File: config.mk
export PLATFORM = sky130hd
export DESIGN_NAME = load_store_execution_unit
export DESIGN_NICKNAME = d
export VERILOG_FILES = /design/src/rtl/load_store_execution_unit_pkg.sv /design/src/rtl/lsu_data_align.sv /design/src/rtl/load_store_execution_unit.sv
export SDC_FILE = /design/constraint.sdc
export NUM_CORES = 1
export LEC_CHECK = 0
export ABC_AREA = 1
export BUFFER_PORTS_ARGS = -buffer_cell sky130_fd_sc_hd__buf_4
export CORE_ASPECT_RATIO = 1.75
export CORE_MARGIN = 1.5
export CORE_UTILIZATION = 52
export CTS_CLUSTER_SIZE = 28
export DETAILED_ROUTE_END_ITERATION = 10
export PLACE_DENSITY = 0.82
export SKIP_LAST_GASP = 1
export SYNTH_ARGS = -nofsm -noshare
export SYNTH_HDL_FRONTEND = slang
export SYNTH_HIERARCHICAL = 1
export SYNTH_SLANG_ARGS = --single-unit
File: constraint.sdc
create_clock -name clk -period 2.9 [get_ports clk]
set_clock_uncertainty 0.2 [all_clocks]
set_input_delay 0.58 -clock clk [delete_from_list [all_inputs] [get_ports clk]]
set_output_delay 0.58 -clock clk [all_outputs]
set_load 0.03 [all_outputs]
File: src/rtl/load_store_execution_unit_pkg.sv
// Shared types for the load-store execution path.
// Provides the memory action/size encodings, the scheduler entry layout offered by the
// load-store queue, and a helper that flags naturally misaligned accesses.
package load_store_execution_unit_pkg;

    localparam int unsigned PhysRegCount = 64;
    localparam int unsigned PregW        = $clog2(PhysRegCount);
    localparam int unsigned PcW          = 32;
    localparam int unsigned ImmW         = 12;

    typedef enum logic {
        MemRead  = 1'b0,
        MemWrite = 1'b1
    } mem_action_t;

    typedef enum logic [1:0] {
        MemByte = 2'd0,
        MemHalf = 2'd1,
        MemWord = 2'd2
    } mem_size_t;

    typedef struct packed {
        logic [PcW-1:0]   pc;
        mem_action_t      mem_action;
        mem_size_t        mem_size;
        logic             mem_signed;
        logic             uses_dst;
        logic [PregW-1:0] dst;
        logic [PregW-1:0] src1;
        logic [PregW-1:0] src2;
        logic [ImmW-1:0]  imm;
    } scheduler_entry_t;

    // Unused encoding 2'd3 is treated as a word access everywhere.
    function automatic logic is_misaligned(input mem_size_t size, input logic [1:0] addr_lo);
        logic mis;
        case (size)
            MemByte: mis = 1'b0;
            MemHalf: mis = addr_lo[0];
            default: mis = |addr_lo;
        endcase
        return mis;
    endfunction

endpackage

File: src/rtl/lsu_data_align.sv
// Combinational byte-lane steering for the load-store unit.
// Store direction: builds byte enables and lane-replicated write data from size and the
// low address bits. Load direction: shifts the returned word down to the addressed lane
// and zero- or sign-extends bytes and halves.
//   i_size, i_signed, i_addr_lo   access descriptor
//   i_store_data -> o_be, o_wdata store lanes
//   i_load_data  -> o_load_data   aligned, extended load result
module lsu_data_align
    import load_store_execution_unit_pkg::*;
#(
    parameter int unsigned DATA_W = 32,
    localparam int unsigned LaneW = $clog2(DATA_W / 8)
) (
    input  mem_size_t           i_size,
    input  logic                i_signed,
    input  logic [LaneW-1:0]    i_addr_lo,
    input  logic [DATA_W-1:0]   i_store_data,
    input  logic [DATA_W-1:0]   i_load_data,
    output logic [DATA_W/8-1:0] o_be,
    output logic [DATA_W-1:0]   o_wdata,
    output logic [DATA_W-1:0]   o_load_data
);

    localparam int Lanes = DATA_W / 8;

    logic [DATA_W-1:0] shifted;

    always_comb begin
        o_be    = '0;
        o_wdata = '0;
        for (int i = 0; i < Lanes; i++) begin
            case (i_size)
                MemByte: begin
                    o_be[i]          = (i == int'(i_addr_lo));
                    o_wdata[8*i +: 8] = i_store_data[7:0];
                end
                MemHalf: begin
                    o_be[i]          = (i >= int'(i_addr_lo)) && (i < int'(i_addr_lo) + 2);
                    o_wdata[8*i +: 8] = i_store_data[8*(i%2) +: 8];
                end
                default: begin
                    o_be[i]          = 1'b1;
                    o_wdata[8*i +: 8] = i_store_data[8*i +: 8];
                end
            endcase
        end
    end

    always_comb begin
        shifted = i_load_data >> {i_addr_lo, 3'b000};
        case (i_size)
            MemByte: o_load_data = {{(DATA_W-8){i_signed & shifted[7]}}, shifted[7:0]};
            MemHalf: o_load_data = {{(DATA_W-16){i_signed & shifted[15]}}, shifted[15:0]};
            default: o_load_data = shifted;
        endcase
    end

endmodule

File: src/rtl/load_store_execution_unit.sv
// Load-store execution unit: consumer of the load-store queue issue handshake.
// Takes one memory instruction at a time, computes its address from the base operand and
// immediate, issues a valid/ready request to the data cache, waits for load data, then
// writes back the destination register and reports completion to commit.
//   clk, rst_n                 clock, synchronous active-low reset
//   i_flush                    hazard flush; cancels in-flight loads, suppresses outputs
//   i_want_to_execute/o_take   queue offer / accept, i_next_to_execute is the entry
//   o_rf_raddr*/i_rf_rdata*    combinational register-file read of the offered entry
//   o_mem_req_*/i_mem_req_ready  cache request channel
//   i_mem_resp_*               load response for the outstanding read
//   o_wb_*                     destination register writeback
//   o_done_*                   completion report to the commit queue
//   o_busy                     unit is not idle
module load_store_execution_unit
    import load_store_execution_unit_pkg::*;
#(
    parameter int unsigned ADDR_W = 32,
    parameter int unsigned DATA_W = 32
) (
    input  logic                 clk,
    input  logic                 rst_n,
    input  logic                 i_flush,
    input  logic                 i_want_to_execute,
    input  scheduler_entry_t     i_next_to_execute,
    output logic                 o_take,
    output logic [PregW-1:0]     o_rf_raddr1,
    output logic [PregW-1:0]     o_rf_raddr2,
    input  logic [DATA_W-1:0]    i_rf_rdata1,
    input  logic [DATA_W-1:0]    i_rf_rdata2,
    output logic                 o_mem_req_valid,
    input  logic                 i_mem_req_ready,
    output logic                 o_mem_req_write,
    output logic [ADDR_W-1:0]    o_mem_req_addr,
    output logic [DATA_W-1:0]    o_mem_req_wdata,
    output logic [DATA_W/8-1:0]  o_mem_req_be,
    input  logic                 i_mem_resp_valid,
    input  logic [DATA_W-1:0]    i_mem_resp_data,
    output logic                 o_wb_valid,
    output logic [PregW-1:0]     o_wb_dst,
    output logic [DATA_W-1:0]    o_wb_data,
    output logic                 o_done_valid,
    output logic [ADDR_W-1:0]    o_done_pc,
    output logic                 o_done_misaligned,
    output logic                 o_busy
);

    localparam int unsigned LaneW = $clog2(DATA_W / 8);

    typedef enum logic [2:0] {
        StIdle,
        StReq,
        StWait,
        StDone,
        StDrain
    } lsu_state_t;

    lsu_state_t          state_q, state_d;
    logic [PcW-1:0]      pc_q, pc_d;
    mem_action_t         action_q, action_d;
    mem_size_t           size_q, size_d;
    logic                signed_q, signed_d;
    logic                uses_dst_q, uses_dst_d;
    logic [PregW-1:0]    dst_q, dst_d;
    logic [ADDR_W-1:0]   addr_q, addr_d;
    logic [DATA_W-1:0]   sdata_q, sdata_d;
    logic                misaligned_q, misaligned_d;
    logic [DATA_W-1:0]   ldata_q, ldata_d;

    logic [ADDR_W-1:0]   addr_calc;
    logic                take;
    logic [DATA_W/8-1:0] align_be;
    logic [DATA_W-1:0]   align_wdata;
    logic [DATA_W-1:0]   align_load;
    logic                in_req;
    logic                done;

    // Base plus sign-extended immediate, wrapping modulo 2^ADDR_W.
    assign addr_calc = ADDR_W'(i_rf_rdata1)
                     + {{(ADDR_W-ImmW){i_next_to_execute.imm[ImmW-1]}}, i_next_to_execute.imm};

    assign take        = (state_q == StIdle) && i_want_to_execute && !i_flush;
    assign o_take      = take;
    assign o_rf_raddr1 = i_next_to_execute.src1;
    assign o_rf_raddr2 = i_next_to_execute.src2;

    lsu_data_align #(
        .DATA_W (DATA_W)
    ) u_align (
        .i_size       (size_q),
        .i_signed     (signed_q),
        .i_addr_lo    (addr_q[LaneW-1:0]),
        .i_store_data (sdata_q),
        .i_load_data  (i_mem_resp_data),
        .o_be         (align_be),
        .o_wdata      (align_wdata),
        .o_load_data  (align_load)
    );

    always_comb begin
        state_d      = state_q;
        pc_d         = pc_q;
        action_d     = action_q;
        size_d       = size_q;
        signed_d     = signed_q;
        uses_dst_d   = uses_dst_q;
        dst_d        = dst_q;
        addr_d       = addr_q;
        sdata_d      = sdata_q;
        misaligned_d = misaligned_q;
        ldata_d      = ldata_q;

        unique case (state_q)
            StIdle: begin
                if (take) begin
                    pc_d         = i_next_to_execute.pc;
                    action_d     = i_next_to_execute.mem_action;
                    size_d       = i_next_to_execute.mem_size;
                    signed_d     = i_next_to_execute.mem_signed;
                    uses_dst_d   = i_next_to_execute.uses_dst;
                    dst_d        = i_next_to_execute.dst;
                    addr_d       = addr_calc;
                    sdata_d      = i_rf_rdata2;
                    misaligned_d = is_misaligned(i_next_to_execute.mem_size, addr_calc[1:0]);
                    state_d      = misaligned_d ? StDone : StReq;
                end
            end
            StReq: begin
                if (i_flush) begin
                    state_d = StIdle;
                end else if (i_mem_req_ready) begin
                    state_d = (action_q == MemWrite) ? StDone : StWait;
                end
            end
            StWait: begin
                // The cache still owes a response; DRAIN swallows it after a flush.
                if (i_flush) begin
                    state_d = StDrain;
                end else if (i_mem_resp_valid) begin
                    ldata_d = align_load;
                    state_d = StDone;
                end
            end
            StDone: begin
                state_d = StIdle;
            end
            StDrain: begin
                if (i_mem_resp_valid) begin
                    state_d = StIdle;
                end
            end
            default: begin
                state_d = StIdle;
            end
        endcase
    end

    always_ff @(posedge clk) begin
        if (!rst_n) begin
            state_q      <= StIdle;
            pc_q         <= '0;
            action_q     <= MemRead;
            size_q       <= MemByte;
            signed_q     <= 1'b0;
            uses_dst_q   <= 1'b0;
            dst_q        <= '0;
            addr_q       <= '0;
            sdata_q      <= '0;
            misaligned_q <= 1'b0;
            ldata_q      <= '0;
        end else begin
            state_q      <= state_d;
            pc_q         <= pc_d;
            action_q     <= action_d;
            size_q       <= size_d;
            signed_q     <= signed_d;
            uses_dst_q   <= uses_dst_d;
            dst_q        <= dst_d;
            addr_q       <= addr_d;
            sdata_q      <= sdata_d;
            misaligned_q <= misaligned_d;
            ldata_q      <= ldata_d;
        end
    end

    // Request payload is driven only in REQ so idle outputs read as zero; valid alone is
    // masked by flush so no handshake can complete in the flush cycle.
    always_comb begin
        in_req          = (state_q == StReq);
        o_mem_req_valid = in_req && !i_flush;
        o_mem_req_write = in_req && (action_q == MemWrite);
        o_mem_req_addr  = in_req ? {addr_q[ADDR_W-1:LaneW], LaneW'(0)} : '0;
        o_mem_req_wdata = in_req ? align_wdata : '0;
        o_mem_req_be    = in_req ? align_be : '0;

        done              = (state_q == StDone) && !i_flush;
        o_done_valid      = done;
        o_done_pc         = done ? ADDR_W'(pc_q) : '0;
        o_done_misaligned = done && misaligned_q;
        o_wb_valid        = done && !misaligned_q && (action_q == MemRead) && uses_dst_q;
        o_wb_dst          = o_wb_valid ? dst_q : '0;
        o_wb_data         = o_wb_valid ? ldata_q : '0;

        o_busy = (state_q != StIdle);
    end

endmodule

==> key figures, run 1 <==
Run status
  • Status: finished clean

Global route
  • First-pass GRT wire length: roughly 50000 microns
  • Total track usage: 0.327
  • Vias in the first global route: between 10000 and 15000
  • Initial antenna violation count: 0
  • Gr ovfl total: 0
  • Pin count of the biggest net entering global routing: 92

Pwr
  • Peak VDD IR: between 0.0004 and 0.0005 V
  • Leak: ~0.0065 uW
  • Pwr/cell area: between 500 and 600 mW/mm^2

Yosys
  • Seq/Total Area, Yosys: 0.292
  • Mux cell area share after synthesis: 0
  • Count leader, synth: nand2_1
  • XOR/XNOR share of the synthesized area: 0.0134
  • Number of synthesized flops with an enable pin: 0
  • Yosys warns: 6
  • Main combinational cell family by area after synthesis: simple AND/OR/NAND/NOR gates
  • Commonest cells post-synth: nand2_1 (347), inv_1 (300), nor2_1 (265)
  • Post-Synthesis Cells: 1637
  • Adder-cell area share of the yosys netlist: 0.0467
  • Synth async-reset ratio: 0
  • #FFs+latches synth: roughly 140
  • Cell Area, Synth: 0.00980 sq mm
  • Post-synthesis simple-gate area fraction: 0.303
  • Post-synthesis compound-gate area fraction: 0.168
  • Mean Syn Cell Area: 5.98 sq um
  • Synth area leaders: dfxtp_1 (29%), nand2_1 (13%), inv_1 (11%)
  • Ys flop type: dfxtp_1
  • Post-synth top area share: 0.292
  • Largest area contributor in the netlist: dfxtp_1
  • Synth unique cells: 36

STA
  • # setup viols final: 0
  • Final Max Slew Viols: 0
  • Final worst slack: between 0.15 and 0.2 ns
  • RSZ-0062 raised after global routing: false
  • Fmax: around 0.37 GHz
  • Setup TNS: 0 ns
  • Hold Fails Final Rpt: 0
  • Max-slew headroom: 0.422
  • Tmin final: around 2.7 ns
  • Tightest Pin Transition: just under 0.9 ns
  • Final period util: 0.939

Setup path
  • Startpoint types: register
  • Highest net fanout along the worst path: 31
  • Cell depth of the worst flop-to-flop path: 8
  • Crit end category: primary output
  • CP Class: reg2out
  • Reg2reg start: addr_q[0]
  • Reg-to-reg endpoint: ldata_q[25]
  • Reg2reg setup slack: between 0.6 and 0.7 ns
  • Arr. time, crit path: 1.94 ns
  • Required time of the worst setup path: around 2.1 ns

Detailed routing
  • # DRC: 0
  • Final wirelength: 32600 microns
  • Routed via count: about 11000
  • Antenna Nets Post-Route: 0
  • DR WL/cell: ~15 microns
  • Initial DRC Count: ~650
  • Initial DRT Pass Iterations: 5
  • Vias per cell: roughly 5.2

Floorplanning
  • Die ar.: approximately 0.020 sq mm
  • Row count: 66
  • I/O pin total: 326
  • Initial Util: 0.530
  • Die W: approximately 110 microns
  • Core area: ~0.018 sq mm
  • Die height: roughly 180 microns

Cells and area
  • Synthesis-to-finish area growth: 28.3%
  • Layout Cells excl Fill: ~2100
  • Share of cells above drive strength 1: 0.208
  • Final Cell Area: 0.0126 sq mm
  • Diodes inserted: 0
  • Fin nets: about 2100

Clock tree
  • H-tree depth: 4
  • Skew-Pair Late Insertion Delay: 0.44 ns
  • Post-CTS setup buffers: 0
  • Clock-pin slew of the registers on the worst-case setup and hold paths: 0.06 ns
  • CTS Buf Count: 17
  • Root Driver: clkbuf_16
  • Clock buffer depth: 2
  • CTS Sinks: roughly 140
  • CTS tree: built

Worst hold path
  • Min-delay worst type: in2reg
  • HP Start: i_rf_rdata2[25]
  • Worst Hold Path EP: sdata_q[25]
  • WHS Path Cells: 3

Place
  • DP Cell Count: approximately 2100
  • Pre-CTS setup slack: around 0.16 ns
  • Final GP Congestion: about 1.0
  • I/O Buffers: ~300
  • Dpl hpwl: approximately 25000 microns
  • Post-Place Cell Area: approximately 0.012 sq mm

Job
  • Max_cap viols: 0
## worst max-delay path: stages, from the launching register on
cell	delay, ns
dfxtp_1	0.38
inv_2	0.10
nor4_4	0.27
inv_1	0.12
buf_4	0.25
nor2_1	0.19
buf_4	0.19
## power by group
group          total [uW]  switching [uW]  internal [uW]
sequential           2490             158           2330
clock                2230             948           1280
combinational        2830            1850            976
## cell type report
class	count	area, sq um
clock buffer	17	425
clock inverter	15	159
fill	1746	5930
inverter	309	1160
multi-input combinational	1087	5220
sequential	143	2860
tap	238	298
timing repair buffer	317	2450
## stage by stage
stage	utilization	hold WS (ns)	total power, uW
detailed placement	0.648	0.242	5310
global route	0.680	0.171	7990
floorplan	-	0.230	4480
CTS	0.679	0.157	7540
finish	0.680	0.168	7540
global placement	0.648	0.238	5260
## repair_timing
item,in CTS,in global routing
hold buffers,0,0
gates resized for setup,0,1
setup endpoints to repair,0,1
## worst max path at each step
stage,startpoint,to,slack [ns]
detailed placement,i_next_to_execute[11],addr_q[24],0.16
global placement,i_next_to_execute[11],addr_q[24],0.18
floorplan,i_flush,o_wb_data[22],0.04
global route,state_q[0],o_wb_data[4],0.009
finish,state_q[0],o_done_pc[0],0.18
CTS,state_q[0],o_wb_data[4],0.14
## placed cells by master (no fill, tap or decap), types with 6 or more instances in the layout
cell / Yosys / final
inv_2: 9 / 8
nand3_1: 58 / 57
inv_1: 300 / 300
clkbuf_16: 0 / 17
nand3_2: 15 / 16
o21ai_1: 14 / 14
inv_6: 0 / 6
xor2_1: 13 / 13
o21ai_0: 153 / 153
buf_4: 23 / 311
nor2_1: 265 / 265
o211ai_1: 8 / 8
ha_1: 35 / 35
a21oi_1: 137 / 137
dfxtp_1: 143 / 143
nand2_2: 9 / 9
nand2_1: 347 / 347
## cells by family (layout without fill, tap and decap cells)
kind of cell	after synthesis	in the layout
AOI/OAI and AO/OA	320	320
xor gates and xnor gates	15	15
adders and majority gates	36	36
buffers and inverters	408	658
DFF	143	143
other	1	2
and+or+nand+nor	714	714
## registers in the layout, indices dropped and copies added, names as in the netlist
name          count
action_q          1
addr_q           32
dst_q             6
ldata_q          32
misaligned_q      1
pc_q             32
sdata_q          32
signed_q          1
size_q            2
state_q           3
uses_dst_q        1
## per-layer routing
metal / up-vias / part of all wire / track usage
met1: 5031 / 0.35 / 0.319
met3: 147 / 0.055 / 0.0499
met5: - / 0 / 0
met4: 0 / 0.071 / 0.234
li1: 5479 / - / -
met2: 471 / 0.52 / 0.614
No activity file was read; power rests on OpenSTA's default activity.
==> run 2: changes to the inputs <==
- ABC_AREA: 1 -> default
- clock period: 2.9 -> 2.71 ns (I/O delays scaled with it)
==> run 2 against run 1 <==
Effect of this change:
- sequential share of layout area shrank 0.56 points
- critical path depth shrank 1
- utilization rose by 1.8 points
- cell count down 16%
- die area is 0.41% lower
- combinational power fell by 23%
- largest power group is now registers
- power decreased by 6.8%
==> key figures, run 2 <==
Setup path
  • CP Class: reg2out (unchanged)
  • Reg2reg setup slack: 0.39 ns (was 0.62 ns)
  • Crit end category: primary output (unchanged)
  • Highest net fanout along the worst path: 9 (was 31)
  • Required time of the worst setup path: 1.97 ns (was 2.12 ns)
  • Startpoint types: register (unchanged)
  • Arr. time, crit path: 1.91 ns (was 1.94 ns)

Clock tree
  • Skew-Pair Late Insertion Delay: 0.42 ns (was 0.44 ns)
  • CTS Sinks: 143 (unchanged)
  • H-tree depth: 4 (unchanged)
  • Hold Buf Count CTS: 0 (unchanged)
  • Clock buffer depth: 2 (unchanged)
  • Clock-pin slew of the registers on the worst-case setup and hold paths: 0.06 ns (about the same)
  • CTS tree: built (unchanged)
  • Root Driver: clkbuf_16 (unchanged)
  • CTS Buf Count: 17 (unchanged)

Detailed routing
  • # DRC: 0 (unchanged)
  • Final wirelength: 30700 microns (was 32600 microns)
  • Initial DRT Pass Iterations: 5 (unchanged)
  • Antenna Nets Post-Route: 0 (unchanged)
  • DR WL/cell: 17.3 microns (was 15.3 microns)
  • Routed via count: 9881 (was 11100)
  • Initial DRC Count: 613 (was 652)
  • Vias per cell: 5.56 (was 5.23)

Cells and area
  • Fin nets: 1730 (was 2080)
  • Leading cell type in the layout, fill and taps excluded: buf_4 (was nand2_1)
  • Synthesis-to-finish area growth: 32.3% (was 28.3%)
  • Diodes inserted: 0 (unchanged)
  • Layout Cells excl Fill: 1776 (was 2126)
  • FF/Latch Area: 0.00287 sq mm (was 0.00286 sq mm)
  • Fill cells: 1559 (was 1746)
  • Commonest non-fill, non-tap cells in the layout: buf_4 (367), nand2_1 (312), dfxtp_1 (140) (was nand2_1 (347), buf_4 (311), inv_1 (300))
  • Share of cells above drive strength 1: 0.313 (was 0.208)
  • Final Cell Area: 0.0129 sq mm (was 0.0126 sq mm)
  • Area of the multi-input gates: 0.00624 sq mm (was 0.00522 sq mm)

Floorplanning
  • I/O pin total: 326 (unchanged)
  • Row count: 66 (unchanged)
  • Die ar.: 0.0196 sq mm (was 0.0197 sq mm)
  • Die height: 184 microns (was 185 microns)
  • Core area: 0.0185 sq mm (unchanged)
  • Die W: 107 microns (about the same)
  • Initial Util: 0.527 (was 0.530)

Pwr
  • Sequential share of power: 0.344 (was 0.330)
  • Power Total: 7020 uW (was 7540 uW)
  • Clock group share of total power: 0.345 (was 0.295)
  • Pwr/cell area: 544 mW/mm^2 (was 600 mW/mm^2)
  • Sw Ratio: 0.335 (was 0.392)
  • Leak: 0.00594 uW (was 0.00655 uW)
  • Logic pwr share: 0.311 (was 0.375)
  • Sw power: 2350 uW (was 2960 uW)
  • Peak VDD IR: 0.000370 V (was 0.000432 V)
  • Pint: 4670 uW (was 4580 uW)

Global route
  • Vias in the first global route: 9489 (was 10600)
  • Most Crowded Layer GR: met2 (unchanged)
  • Pin count of the biggest net entering global routing: 118 (was 92)
  • Grt met1 use: 0.341 (was 0.319)
  • M2 GR Usage: 0.564 (was 0.614)
  • Total track usage: 0.309 (was 0.327)
  • Initial antenna violation count: 0 (unchanged)
  • GR met3 Demand/Resource: 0.0449 (was 0.0499)
  • Gr ovfl total: 0 (unchanged)
  • First-pass GRT wire length: 47800 microns (was 50100 microns)

STA
  • Tmin final: around 2.7 ns
  • Max-slew headroom: 0.459 (was 0.422)
  • Final Max Slew Viols: 0 (unchanged)
  • Final worst slack: 0.0595 ns (was 0.176 ns)
  • Hold Fails Final Rpt: 0 (unchanged)
  • RSZ-0062 raised after global routing: false (unchanged)
  • Setup TNS: 0 ns (unchanged)
  • Tightest Pin Transition: 0.809 ns (was 0.867 ns)
  • Final period util: 0.978
  • # setup viols final: 0 (unchanged)
  • Fmax: ~0.38 GHz

Yosys
  • Seq/Total Area, Yosys: 0.293 (was 0.292)
  • Synth area leaders: dfxtp_1 (29%), nand2_1 (12%), a21boi_0 (8.7%) (was dfxtp_1 (29%), nand2_1 (13%), inv_1 (11%))
  • Count leader, synth: nand2_1 (unchanged)
  • Yosys warns: 6 (unchanged)
  • Cell Area, Synth: 0.00975 sq mm (was 0.00980 sq mm)
  • Commonest cells post-synth: nand2_1 (312), dfxtp_1 (143), a21boi_0 (113) (was nand2_1 (347), inv_1 (300), nor2_1 (265))
  • Largest area contributor in the netlist: dfxtp_1 (unchanged)
  • #FFs+latches synth: 143 (unchanged)
  • Post-synth top area share: 0.293 (was 0.292)
  • Synth unique cells: 85 (was 36)
  • Ys flop type: dfxtp_1 (unchanged)
  • Number of synthesized flops with an enable pin: 0 (unchanged)
  • Post-Synthesis Cells: 1248 (was 1637)
  • Mean Syn Cell Area: 7.82 sq um (was 5.98 sq um)
  • Synth async-reset ratio: 0 (unchanged)

Job
  • Max_cap viols: 0 (unchanged)

Place
  • DP Cell Count: 1744 (was 2094)
  • Final GP Congestion: 0.947 (was 1.04)
  • I/O Buffers: 299 (unchanged)
  • Dpl hpwl: 22700 microns (was 24600 microns)
  • Post-Place Cell Area: 0.0123 sq mm (was 0.0120 sq mm)
  • Pre-CTS setup slack: -0.347 ns (was 0.160 ns)

Run status
  • Status: finished clean (unchanged)

Worst hold path
  • Min-delay worst type: in2reg (unchanged)
[run 2: cell types whose count changed in the layout (fill, tap and decap cells not counted), sizes merged, moves of 11 or more]
cell / change
o211ai: +15
and3: +74
a21o: +11
mux2i: +19
inv: -302
a21oi: -83
mux2: +33
a21boi: +115
nor2: -240
nand3: -63
and2: +81
nand2: -44
buf: +55
o21ai: -111
[run 2: final cells by class]
| type | count | area share |
|---|---|---|
| clock buffer | 21 | 0.0357 |
| clock inverter | 11 | 0.0108 |
| inverter | 13 | 0.00378 |
| multi-input combinational | 978 | 0.483 |
| sequential | 143 | 0.222 |
| tap | 238 | 0.0231 |
| timing repair buffer | 372 | 0.221 |
[run 2: metrics by stage]
| stage | utilization | hold slack, ns |
|---|---|---|
| global placement | 0.665 | 0.231 |
| CTS | 0.697 | 0.158 |
| finish | 0.698 | 0.174 |
| global route | 0.698 | 0.172 |
| detailed placement | 0.665 | 0.240 |
| floorplan | - | 0.217 |
[run 2: final timing paths]
check	end	depth (start not counted)	start
setup / recovery	o_mem_req_wdata[13]	5	size_q[0]
hold / removal	pc_q[21]	3	i_next_to_execute[56]
setup reg to reg	ldata_q[27]	6	addr_q[0]
hold reg to reg	addr_q[21]	2	addr_q[21]
[run 2: critical path, cell delays in order, from the launching register on]
cell,delay [ns]
dfxtp_1,0.33
buf_4,0.19
or2_4,0.28
mux2_1,0.31
and3_1,0.20
buf_4,0.17
[run 2: logic make-up (layout without fill, tap and decap cells)]
family	Yosys count	after routing	synth area share
AND/OR/NAND/NOR	559	559	0.277
XOR/XNOR	21	21	0.0189
adder cells (fa/ha/maj)	36	36	0.0469
AO/OA/AOI/OAI	308	308	0.234
flip-flops	143	143	0.293
buffers and inverters	128	417	0.0706
multiplexers	52	52	0.0587
other	1	2	0.000384
[run 2: timing repair]
action,4_1_cts,5_1_grt
resized for setup,2,4
endpoints found under the setup margin,7,10
setup buffers,0,0
[run 2: power groups by stage]
stage               clock network, uW  registers, uW  logic [uW]
detailed placement                  0           2460        2160
global placement                    0           2450        2130
global route                     2530           2440        2390
CTS                              2450           2410        2170
finish                           2420           2420        2180
floorplan                           0           2410        1470
[run 2: routing by layer]
| metal | vias to the layer above | share of wire |
|---|---|---|
| li1 | 4812 | - |
| met1 | 4580 | 0.37 |
| met2 | 394 | 0.53 |
| met3 | 95 | 0.051 |
| met4 | 0 | 0.049 |
| met5 | - | 0 |
